### src/rtl/otter_alu_pkg.sv
// Shared types for the OTTER iterative ALU: operation codes, FSM states and M-extension selectors.
package otter_alu_pkg;

  typedef enum logic [4:0] {
    ALU_ADD    = 5'b00000,
    ALU_SLL    = 5'b00001,
    ALU_SLT    = 5'b00010,
    ALU_SLTU   = 5'b00011,
    ALU_XOR    = 5'b00100,
    ALU_SRL    = 5'b00101,
    ALU_OR     = 5'b00110,
    ALU_AND    = 5'b00111,
    ALU_SUB    = 5'b01000,
    ALU_LUI    = 5'b01001,
    ALU_SRA    = 5'b01101,
    ALU_MUL    = 5'b10000,
    ALU_MULH   = 5'b10001,
    ALU_MULHSU = 5'b10010,
    ALU_MULHU  = 5'b10011,
    ALU_DIV    = 5'b10100,
    ALU_DIVU   = 5'b10101,
    ALU_REM    = 5'b10110,
    ALU_REMU   = 5'b10111
  } alu_fun_t;

  typedef enum logic [2:0] {
    IDLE,
    MUL,
    DIV,
    FIX,
    DONE
  } alu_state_t;

  localparam logic [2:0] M_MUL    = 3'b000;
  localparam logic [2:0] M_MULH   = 3'b001;
  localparam logic [2:0] M_MULHSU = 3'b010;
  localparam logic [2:0] M_MULHU  = 3'b011;
  localparam logic [2:0] M_DIV    = 3'b100;
  localparam logic [2:0] M_DIVU   = 3'b101;
  localparam logic [2:0] M_REM    = 3'b110;
  localparam logic [2:0] M_REMU   = 3'b111;

  // Remainder-returning divide ops all have func3[1] set.
  function automatic logic isRemOp(input logic [2:0] f3);
    return f3[1];
  endfunction

endpackage

### src/rtl/otter_alu_base.sv
// Combinational RV32I base-op unit; the parent registers its result into ALU_OUT.
module otter_alu_base
  import otter_alu_pkg::*;
#(
  parameter int XLEN = 32
) (
  input  logic [3:0]      fun_i,
  input  logic [XLEN-1:0] a_i,
  input  logic [XLEN-1:0] b_i,
  output logic [XLEN-1:0] out_o
);

  localparam int SHW = $clog2(XLEN);

  alu_fun_t       fun;
  logic [SHW-1:0] shamt;

  always_comb begin
    fun   = alu_fun_t'({1'b0, fun_i});
    shamt = b_i[SHW-1:0];
    out_o = '0;
    case (fun)
      ALU_ADD:  out_o = a_i + b_i;
      ALU_SUB:  out_o = a_i - b_i;
      ALU_SLL:  out_o = a_i << shamt;
      ALU_SLT:  out_o = {{(XLEN-1){1'b0}}, ($signed(a_i) < $signed(b_i))};
      ALU_SLTU: out_o = {{(XLEN-1){1'b0}}, (a_i < b_i)};
      ALU_XOR:  out_o = a_i ^ b_i;
      ALU_SRL:  out_o = a_i >> shamt;
      ALU_SRA:  out_o = $signed(a_i) >>> shamt;
      ALU_OR:   out_o = a_i | b_i;
      ALU_AND:  out_o = a_i & b_i;
      ALU_LUI:  out_o = a_i;
      default:  out_o = '0;
    endcase
  end

endmodule

### src/rtl/otter_iter_alu.sv
// Multi-cycle RV32IM ALU for the OTTER EX stage with valid/ready handshakes on both sides.
// Define OTTER_ALU_DIV_EN to build the restoring divider; otherwise div/rem ops return 0 in one cycle.
module otter_iter_alu
  import otter_alu_pkg::*;
#(
  parameter int XLEN = 32
) (
  input  logic            CLK,
  input  logic            RST,
  input  logic            IN_VALID,
  output logic            IN_READY,
  input  logic [4:0]      ALU_FUN,
  input  logic [XLEN-1:0] SRC_A,
  input  logic [XLEN-1:0] SRC_B,
  output logic            OUT_VALID,
  input  logic            OUT_READY,
  output logic [XLEN-1:0] ALU_OUT,
  output logic            BUSY
);

  localparam int              CW        = $clog2(XLEN);
  localparam logic [CW-1:0]   ITER_LAST = CW'(XLEN - 1);
  localparam logic [XLEN-1:0] MIN_VAL   = {1'b1, {(XLEN-1){1'b0}}};

  alu_state_t      stateQ;
  logic            outValidQ;
  logic            busyQ;
  logic [XLEN-1:0] aluOutQ;
  logic [CW-1:0]   iterQ;

  logic            accept;
  logic            mExt;
  logic [2:0]      mOp;
  logic [XLEN-1:0] baseOut;

  assign IN_READY  = (stateQ == IDLE) || ((stateQ == DONE) && OUT_READY);
  assign accept    = IN_VALID && IN_READY;
  assign mExt      = ALU_FUN[4];
  assign mOp       = ALU_FUN[2:0];
  assign OUT_VALID = outValidQ;
  assign ALU_OUT   = aluOutQ;
  assign BUSY      = busyQ;

  otter_alu_base #(.XLEN(XLEN)) u_base (
    .fun_i (ALU_FUN[3:0]),
    .a_i   (SRC_A),
    .b_i   (SRC_B),
    .out_o (baseOut)
  );

  // Multiplier: shift-add on magnitudes; product upper half accumulates, lower half holds the multiplier.
  logic [XLEN-1:0]   mcandQ;
  logic [2*XLEN-1:0] prodQ;
  logic              mulNegQ;
  logic              mulHiQ;
  logic              mulSignA;
  logic              mulSignB;
  logic [XLEN-1:0]   mulMagA;
  logic [XLEN-1:0]   mulMagB;
  logic [XLEN:0]     mulSum;
  logic [2*XLEN-1:0] prodD;
  logic [2*XLEN-1:0] prodFix;

  assign mulSignA = SRC_A[XLEN-1] && ((mOp == M_MULH) || (mOp == M_MULHSU));
  assign mulSignB = SRC_B[XLEN-1] && (mOp == M_MULH);
  assign mulMagA  = mulSignA ? -SRC_A : SRC_A;
  assign mulMagB  = mulSignB ? -SRC_B : SRC_B;
  assign mulSum   = {1'b0, prodQ[2*XLEN-1:XLEN]} + (prodQ[0] ? {1'b0, mcandQ} : {(XLEN+1){1'b0}});
  assign prodD    = {mulSum, prodQ[XLEN-1:1]};
  assign prodFix  = mulNegQ ? -prodD : prodD;

`ifdef OTTER_ALU_DIV_EN
  // Divider: restoring, one quotient bit per cycle; signs are restored in FIX.
  logic [XLEN-1:0] divisorQ;
  logic [XLEN-1:0] quoQ;
  logic [XLEN-1:0] remQ;
  logic            negQuoQ;
  logic            negRemQ;
  logic            remSelQ;
  logic            divSigned;
  logic            divSignA;
  logic            divSignB;
  logic            divZero;
  logic            divOvf;
  logic [XLEN-1:0] divMagA;
  logic [XLEN-1:0] divMagB;
  logic [XLEN:0]   remShift;
  logic [XLEN:0]   remSub;
  logic            divGeq;
  logic [XLEN-1:0] remD;
  logic [XLEN-1:0] quoD;
  logic [XLEN-1:0] quoFix;
  logic [XLEN-1:0] remFix;

  assign divSigned = !mOp[0];
  assign divSignA  = divSigned && SRC_A[XLEN-1];
  assign divSignB  = divSigned && SRC_B[XLEN-1];
  assign divZero   = (SRC_B == '0);
  assign divOvf    = divSigned && (SRC_A == MIN_VAL) && (SRC_B == '1);
  assign divMagA   = divSignA ? -SRC_A : SRC_A;
  assign divMagB   = divSignB ? -SRC_B : SRC_B;
  assign remShift  = {remQ, quoQ[XLEN-1]};
  assign remSub    = remShift - {1'b0, divisorQ};
  assign divGeq    = (remShift >= {1'b0, divisorQ});
  assign remD      = divGeq ? remSub[XLEN-1:0] : remShift[XLEN-1:0];
  assign quoD      = {quoQ[XLEN-2:0], divGeq};
  assign quoFix    = negQuoQ ? -quoQ : quoQ;
  assign remFix    = negRemQ ? -remQ : remQ;
`endif

  always_ff @(posedge CLK) begin
    if (RST) begin
      stateQ    <= IDLE;
      outValidQ <= 1'b0;
      busyQ     <= 1'b0;
      aluOutQ   <= '0;
      iterQ     <= '0;
      mcandQ    <= '0;
      prodQ     <= '0;
      mulNegQ   <= 1'b0;
      mulHiQ    <= 1'b0;
`ifdef OTTER_ALU_DIV_EN
      divisorQ  <= '0;
      quoQ      <= '0;
      remQ      <= '0;
      negQuoQ   <= 1'b0;
      negRemQ   <= 1'b0;
      remSelQ   <= 1'b0;
`endif
    end else begin
      case (stateQ)
        IDLE, DONE: begin
          if (accept) begin
            iterQ <= '0;
            if (!mExt) begin
              stateQ    <= DONE;
              outValidQ <= 1'b1;
              busyQ     <= 1'b0;
              aluOutQ   <= baseOut;
            end else if (!mOp[2]) begin
              stateQ    <= MUL;
              outValidQ <= 1'b0;
              busyQ     <= 1'b1;
              mcandQ    <= mulMagA;
              prodQ     <= {{XLEN{1'b0}}, mulMagB};
              mulNegQ   <= mulSignA ^ mulSignB;
              mulHiQ    <= (mOp != M_MUL);
            end else begin
`ifdef OTTER_ALU_DIV_EN
              if (divZero) begin
                stateQ    <= DONE;
                outValidQ <= 1'b1;
                busyQ     <= 1'b0;
                aluOutQ   <= isRemOp(mOp) ? SRC_A : '1;
              end else if (divOvf) begin
                stateQ    <= DONE;
                outValidQ <= 1'b1;
                busyQ     <= 1'b0;
                aluOutQ   <= isRemOp(mOp) ? '0 : MIN_VAL;
              end else begin
                stateQ    <= DIV;
                outValidQ <= 1'b0;
                busyQ     <= 1'b1;
                divisorQ  <= divMagB;
                quoQ      <= divMagA;
                remQ      <= '0;
                negQuoQ   <= divSignA ^ divSignB;
                negRemQ   <= divSignA;
                remSelQ   <= isRemOp(mOp);
              end
`else
              stateQ    <= DONE;
              outValidQ <= 1'b1;
              busyQ     <= 1'b0;
              aluOutQ   <= '0;
`endif
            end
          end else if ((stateQ == DONE) && OUT_READY) begin
            stateQ    <= IDLE;
            outValidQ <= 1'b0;
          end
        end
        // Last iteration also applies the sign fix and selects the half of the product.
        MUL: begin
          prodQ <= prodD;
          iterQ <= iterQ + CW'(1);
          if (iterQ == ITER_LAST) begin
            stateQ    <= DONE;
            outValidQ <= 1'b1;
            busyQ     <= 1'b0;
            aluOutQ   <= mulHiQ ? prodFix[2*XLEN-1:XLEN] : prodFix[XLEN-1:0];
          end
        end
`ifdef OTTER_ALU_DIV_EN
        DIV: begin
          quoQ  <= quoD;
          remQ  <= remD;
          iterQ <= iterQ + CW'(1);
          if (iterQ == ITER_LAST) begin
            stateQ <= FIX;
          end
        end
        FIX: begin
          stateQ    <= DONE;
          outValidQ <= 1'b1;
          busyQ     <= 1'b0;
          aluOutQ   <= remSelQ ? remFix : quoFix;
        end
`endif
        default: begin
          stateQ    <= IDLE;
          outValidQ <= 1'b0;
          busyQ     <= 1'b0;
        end
      endcase
    end
  end

endmodule

### config.mk
export PLATFORM = sky130hd
export DESIGN_NAME = otter_iter_alu
export DESIGN_NICKNAME = d
export VERILOG_FILES = /design/src/rtl/otter_alu_pkg.sv /design/src/rtl/otter_alu_base.sv /design/src/rtl/otter_iter_alu.sv
export SDC_FILE = /design/constraint.sdc
export NUM_CORES = 1
export LEC_CHECK = 0
export ABC_AREA = 1
export CAP_MARGIN = 20
export CORE_MARGIN = 2
export CORE_UTILIZATION = 35
export DETAILED_ROUTE_END_ITERATION = 10
export HOLD_SLACK_MARGIN = 0.03
export PLACE_DENSITY = 0.6
export RECOVER_POWER = 50
export SLEW_MARGIN = 20
export SYNTH_ARGS = -nofsm -noshare
export SYNTH_HDL_FRONTEND = slang
export SYNTH_SLANG_ARGS = --single-unit
### constraint.sdc
create_clock -name CLK -period 7.5 [get_ports CLK]
set_input_delay 1.125 -clock CLK [delete_from_list [all_inputs] [get_ports CLK]]
set_output_delay 1.125 -clock CLK [all_outputs]
set_load 0.02 [all_outputs]
==> out/qor.txt, run 1 <==
Slowest CP cell: nor2_1
Outcome: complete, but fails checks
Fin crit period: 5.06 ns
Most frequent cells in the layout: 1113 x nand2_1, 486 x inv_1, 370 x a21oi_1
VDD IR max: 170 uV
RSZ-0062 raised after global routing: no
Largest family of logic cells by synthesized area: simple AND/OR/NAND/NOR gates
CP Class: primary input to flip-flop
Initial antenna violation count: 2
Vias in the first global route: 25081
Area of the core: 59100 um^2
Final instance area: 23400 um^2
Residual DRC count: 0
Share of cells above drive strength 1: 6.01%
H-tree depth: 4
Warnings, synthesis: 0
Via/cell ratio: 5.81
Async S/R FF share, synth: 0%
Min Hold Slack: 0.467 ns
Final WL: 116000 um
TritonRoute pass-1 iters: 8
Buffer levels on the longest clock path: 2
Pin count of the biggest net entering global routing: 78
Setup tns final: 0 ns
Crit path capture type: flip-flop
Synth top area share: 19.9%
Flops & latches, synth: 138
Synth Area in Compound Gates: 25.3%
Final nets: 4073
Startpoint Class: primary input
Arrival @ worst endpoint: 5.50 ns
Gr usage total: 36.6%
Period utilization: 67.4%
Area Growth Syn to Fin: 11.3%
Synth Net Count: 4064
Synth Area in XOR/XNOR: 1.13%
DIE HEIGHT: 249 um
Cell Area, Synth: 21000 um^2
Family with the most delay on the worst path: simple AND/OR/NAND/NOR gates
FMAX: 198 MHz
Number of enable flip-flop cells after synthesis: 0
CP Cell Sequence: dlygate4sd3_1 > nor2_1 > inv_1 > nor2_1 > nor2_1 > buf_4 > inv_1 > o22ai_1 > o21ai_0 > inv_1
CP bufs+invs: 5
Root Buffer: clkbuf_16
Clock slew at reported path FFs: 0.07 ns
Crit-path max cell delay: 1.98 ns
Synth Area per Inst: 5.45 um^2
Row count: 89
Post-synthesis adder-cell area fraction: 8.27%
Inserted Clock Buffers: 17
First-pass GRT wire length: 169000 um
Synth top area cells: nand2_1 20%, dfxtp_1 13%, a21oi_1 8.8%
Critical path peak fanout: 34
Die ar.: 62000 um^2
CTS tree: done
Sinks on Clock Net: 138
Initial DRC count: 3502
Sequential cell area fraction in the yosys report: 13.2%
Port Buffers: 107
Setup Buffers After CTS: 0
Tot Pwr: 3.11 mW
HP Class: flip-flop to flip-flop
Hold Fails Final Rpt: 0
Most common cell after layout, fill and taps aside: nand2_1
Worst endpoint required time: 7.94 ns
Worst slew margin: -74.2%
Cells after Synth: 3854
Pwr/cell area: 133 nW/um^2
Grt total ovfl: 0
Initial Util: 35.5%
Die width: 249 um
Static leakage: 11.4 nW
Post-Place Cells: 4617
CTS resizes: 0
Area leader, netlist: nand2_1
Most used DFF post-synth: dfxtp_1
FILL cells: 6687
Fin. max-slew vios: 31
Synthesized-area fraction occupied by and/or/nand/nor cells: 39.0%
Post-synth cell types: 71
Final Skew: 0.0208 ns
Max-cap violations: 1
DP Area: 22800 um^2
Fraction of synthesized area in multiplexers: 0.429%
Final HPWL DP: 93000 um
Routed Antenna Nets: 0
Hold_buf cts: 0
Violated checks: max-capacitance violations, max-slew violations
Non-Filler Instances: 4650
Later-pin clock latency in the skew report: 0.50 ns
Ports: 108
Per-cell routed wire length: 25.0 um
DR vias: 27002
Final setup vio count: 0
Worst slew pin tran: 2.60 ns
Global placement routability congestion: 1.06
[flip-flops by register name, indices dropped and copies added (netlist names)]
name     count
prodQ       64
ALU_OUT     32
mcandQ      32
iterQ        5
stateQ       2
BUSY         1
mulHiQ       1
mulNegQ      1
[area by class of cell]
class	instances	area (um^2)	area share, %
multi-input cells	3025	15600	66.7
clock inverters	15	200	0.856
inverters	518	1960	8.37
well taps	773	967	4.14
diodes	1	2.50	0.0107
repair buffers	163	1470	6.28
flip-flops and latches	138	2760	11.8
clock buffers	17	425	1.82
[stage by stage]
stage | utilization [%] | setup slack [ns]
after floorplan | - | 3.78
after global placement | 38.5 | 2.47
after detailed placement | 38.5 | 2.50
after CTS | 39.6 | 3.01
after global routing | 39.5 | 2.21
final | 39.5 | 2.44
[cells by family after synthesis]
| family | count (synthesis) |
|---|---|
| xor+xnor | 27 |
| flops | 138 |
| buf+inv | 691 |
| fa+ha+maj | 137 |
| simple gates | 1912 |
| compound gates | 940 |
| mux | 9 |
[worst register-to-register path, stage by stage, from the launching register on]
cell and delay (ns):
dfxtp_1 0.44, inv_1 0.06, nor2_1 0.14, nor2_1 0.08, nand2_1 0.13, nor2_1 0.24
nor2_1 1.98, buf_4 0.62, inv_1 0.13, o22ai_1 0.15, o21ai_0 0.12, inv_1 0.08
[synth_stat cells (17+ instances only)]
library cell and n:
nand4_1 45, o221ai_1 33, o21a_1 17, a31oi_1 40, nor2_2 24, ha_1 134
o22ai_1 28, nor2_1 326, or2_2 17, o211ai_1 29, xor2_1 26, o21ai_0 325
nor3_1 41, inv_1 487, nand2_2 33, nand3_1 259, dfxtp_1 138, nand2_1 1113
buf_2 35, inv_2 19, clkbuf_1 119, a21oi_1 371
[worst paths after layout]
kind / start / end / slack (ns) / depth (start not counted)
hold reg to reg: iterQ[3] / iterQ[3] / 0.47 / 2
setup / recovery: ALU_FUN[2] / prodQ[1] / 2.44 / 10
hold / removal: iterQ[3] / iterQ[3] / 0.47 / 2
setup reg to reg: stateQ[2] / prodQ[1] / 3.30 / 11
[power breakdown]
part	leakage (nW)	switching, mW	internal (mW)
registers	1.12	0.0430	0.771
logic	9.94	0.963	0.360
clock network	0.304	0.461	0.511
[per-layer routing]
| layer | share of wire, % | up-vias | GRT usage, % |
|---|---|---|---|
| met1 | 41 | 12457 | 46.9 |
| li1 | - | 12713 | - |
| met2 | 43 | 1506 | 57.1 |
| met4 | 7.2 | 4 | 22.7 |
| met3 | 8.9 | 322 | 5.94 |
| met5 | 0.092 | - | 1.08 |
(Power assumes the default switching activity.)
==> inputs of run 2 (changes only) <==
--- a/config.mk
+++ b/config.mk
@@ -11,7 +11,7 @@
 export CORE_UTILIZATION = 35
 export DETAILED_ROUTE_END_ITERATION = 10
 export HOLD_SLACK_MARGIN = 0.03
-export PLACE_DENSITY = 0.6
+export PLACE_DENSITY = 0.62
 export RECOVER_POWER = 50
 export SLEW_MARGIN = 20
 export SYNTH_ARGS = -nofsm -noshare
==> constraint.sdc (replaced) <==
create_clock -name CLK -period 4.5 [get_ports CLK]
set_input_delay 0.675 -clock CLK [delete_from_list [all_inputs] [get_ports CLK]]
set_output_delay 0.675 -clock CLK [all_outputs]
set_load 0.02 [all_outputs]
==> out/qor.txt, run 2 (same netlist as run 1, synthesis figures left out) <==
Root Buffer: clkbuf_16
FMAX: 234 MHz
Sinks on Clock Net: 138 (unchanged)
RR Startpoint: mcandQ[0]
Final setup vio count: 0 (unchanged)
Worst slew pin tran: 2.16 ns (-0.440 ns)
Setup Buffers After CTS: 0 (unchanged)
Global placement routability congestion: 1.10 (+3.1%)
CTS tree: done
Final instance area: 24100 um^2 (+3.2%)
Slowest CP cell: clkbuf_2
Post-Place Cells: 4706 (+1.9%)
Outcome: complete, but fails checks
Port Buffers: 107 (unchanged)
Hold Fails Final Rpt: 0 (unchanged)
Reg2reg path depth: 21 (+10)
Buffer levels on the longest clock path: 2 (unchanged)
Antenna Cells: 0 (-1)
Max-cap violations: 3 (+2)
Fin util: 40.8% (+1.3 points)
Area Growth Syn to Fin: 14.9%
CP bufs+invs: 4 (-1)
Pwr/cell area: 217 nW/um^2 (+63%)
Initial antenna violation count: 8 (+6)
Initial Util: 35.5% (unchanged)
Final WL: 121000 um (+3.6%)
Grt total ovfl: 0 (unchanged)
Reg2Reg Setup Slack: 0.72 ns (-2.58 ns)
Worst endpoint required time: 4.88 ns (-3.06 ns)
Tot Pwr: 5.23 mW (+68%)
Worst Hold End: iterQ[3]
Row count: 89 (unchanged)
Pin count of the biggest net entering global routing: 82 (+5.1%)
Ports: 108 (unchanged)
Period utilization: 94.8%
Min Hold Slack: 0.461 ns (-0.00642 ns)
TritonRoute pass-1 iters: 7 (-1)
RSZ-0062 raised after global routing: no
Hold_buf cts: 0 (unchanged)
Post-Place Setup Slack: 0.420 ns (-2.08 ns)
Die width: 249 um (unchanged)
DIE HEIGHT: 249 um (unchanged)
Area of the core: 59100 um^2 (unchanged)
Routed Antenna Nets: 0 (unchanged)
Worst slew margin: -44.2% (+30 points)
Clock slew at reported path FFs: 0.07 ns (about the same)
HP Class: flip-flop to flip-flop
Initial DRC count: 3553 (+1.5%)
Gr usage total: 37.7% (+1.2 points)
VDD IR max: 332 uV (+95%)
Hold Crit Depth: 2 (unchanged)
Biggest register: prodQ
DR vias: 27572 (+2.1%)
Setup tns final: 0 ns (unchanged)
Arrival @ worst endpoint: 4.65 ns (-0.85 ns)
Final HPWL DP: 98100 um (+5.5%)
Share of cells above drive strength 1: 8.10% (+2.1 points)
CTS resizes: 0 (unchanged)
Crit path capture type: flip-flop
RR Endpoint: ALU_OUT[19]
First-pass GRT wire length: 172000 um (+1.8%)
Family with the most delay on the worst path: buffers and inverters
Die ar.: 62000 um^2 (unchanged)
Vias in the first global route: 25206 (+0.50%)
Residual DRC count: 0 (unchanged)
Fin. max-slew vios: 160 (+420%)
Via/cell ratio: 5.82 (+0.21%)
Most frequent cells in the layout: 1113 x nand2_1, 488 x inv_1, 370 x a21oi_1
Non-Filler Instances: 4738 (+1.9%)
Crit-path max cell delay: 1.52 ns (-0.46 ns)
Final nets: 4162 (+2.2%)
H-tree depth: 4 (unchanged)
Per-cell routed wire length: 25.5 um (+1.7%)
Violated checks: max-capacitance violations, max-slew violations
Fin crit period: 4.27 ns
Final Skew: 0.0227 ns (+0.00186 ns)
Startpoint Class: primary input
CP Cell Sequence: clkdlybuf4s50_1 > nor2_1 > inv_1 > nor2_4 > clkbuf_2 > o211ai_1 > o211ai_1 > inv_1
CP Class: primary input to flip-flop
Hold Crit Start: iterQ[3]
Setup ws final: 0.235 ns (-2.21 ns)
Critical path peak fanout: 81 (+140%)
Number of flip-flops in the largest register: 64 (unchanged)
Most common cell after layout, fill and taps aside: nand2_1
DP Area: 23500 um^2 (+3.3%)
Inserted Clock Buffers: 17 (unchanged)
Later-pin clock latency in the skew report: 0.50 ns (about the same)
Static leakage: 11.8 nW (+4.1%)
-- run 2: report_power, final --
group	internal, mW	switching (mW)
logic	0.664	1.62
clock network	0.851	0.746
registers	1.28	0.0693
-- run 2: worst min-delay path, cell delays in order (launching register included) --
cell and delay, ns:
dfxtp_1 0.31, nand2_1 0.06, a21oi_1 0.05
-- run 2: cell type report --
cell class / count / area (um^2)
fill: 6731 / 35000
multi-input combinational: 3025 / 15600
sequential: 138 / 2760
timing repair buffer: 252 / 2210
inverter: 518 / 1960
tap: 773 / 967
clock buffer: 17 / 425
clock inverter: 15 / 200
-- run 2: how the worst max path moves through the flow --
stage	to	cells past startpoint	slack, ns	start
2_1_floorplan	ALU_OUT[14]	17	1.23	SRC_B[2]
4_1_cts	ALU_OUT[19]	21	0.80	mcandQ[0]
3_5_place_dp	ALU_OUT[26]	17	0.42	SRC_A[0]
6_report	mcandQ[1]	8	0.23	ALU_FUN[2]
3_3_place_gp	ALU_OUT[26]	17	0.49	SRC_A[0]
5_1_grt	prodQ[26]	9	0.20	ALU_FUN[2]
-- run 2: per-layer routing --
layer	share of wire, %	GRT usage (%)	vias up	wire, um
li1	-	-	12903	-
met1	40	47.8	12740	48500
met2	43	59.1	1575	51700
met3	10	8.43	352	12200
met4	6.8	21.2	2	8170
met5	0.011	0	-	13
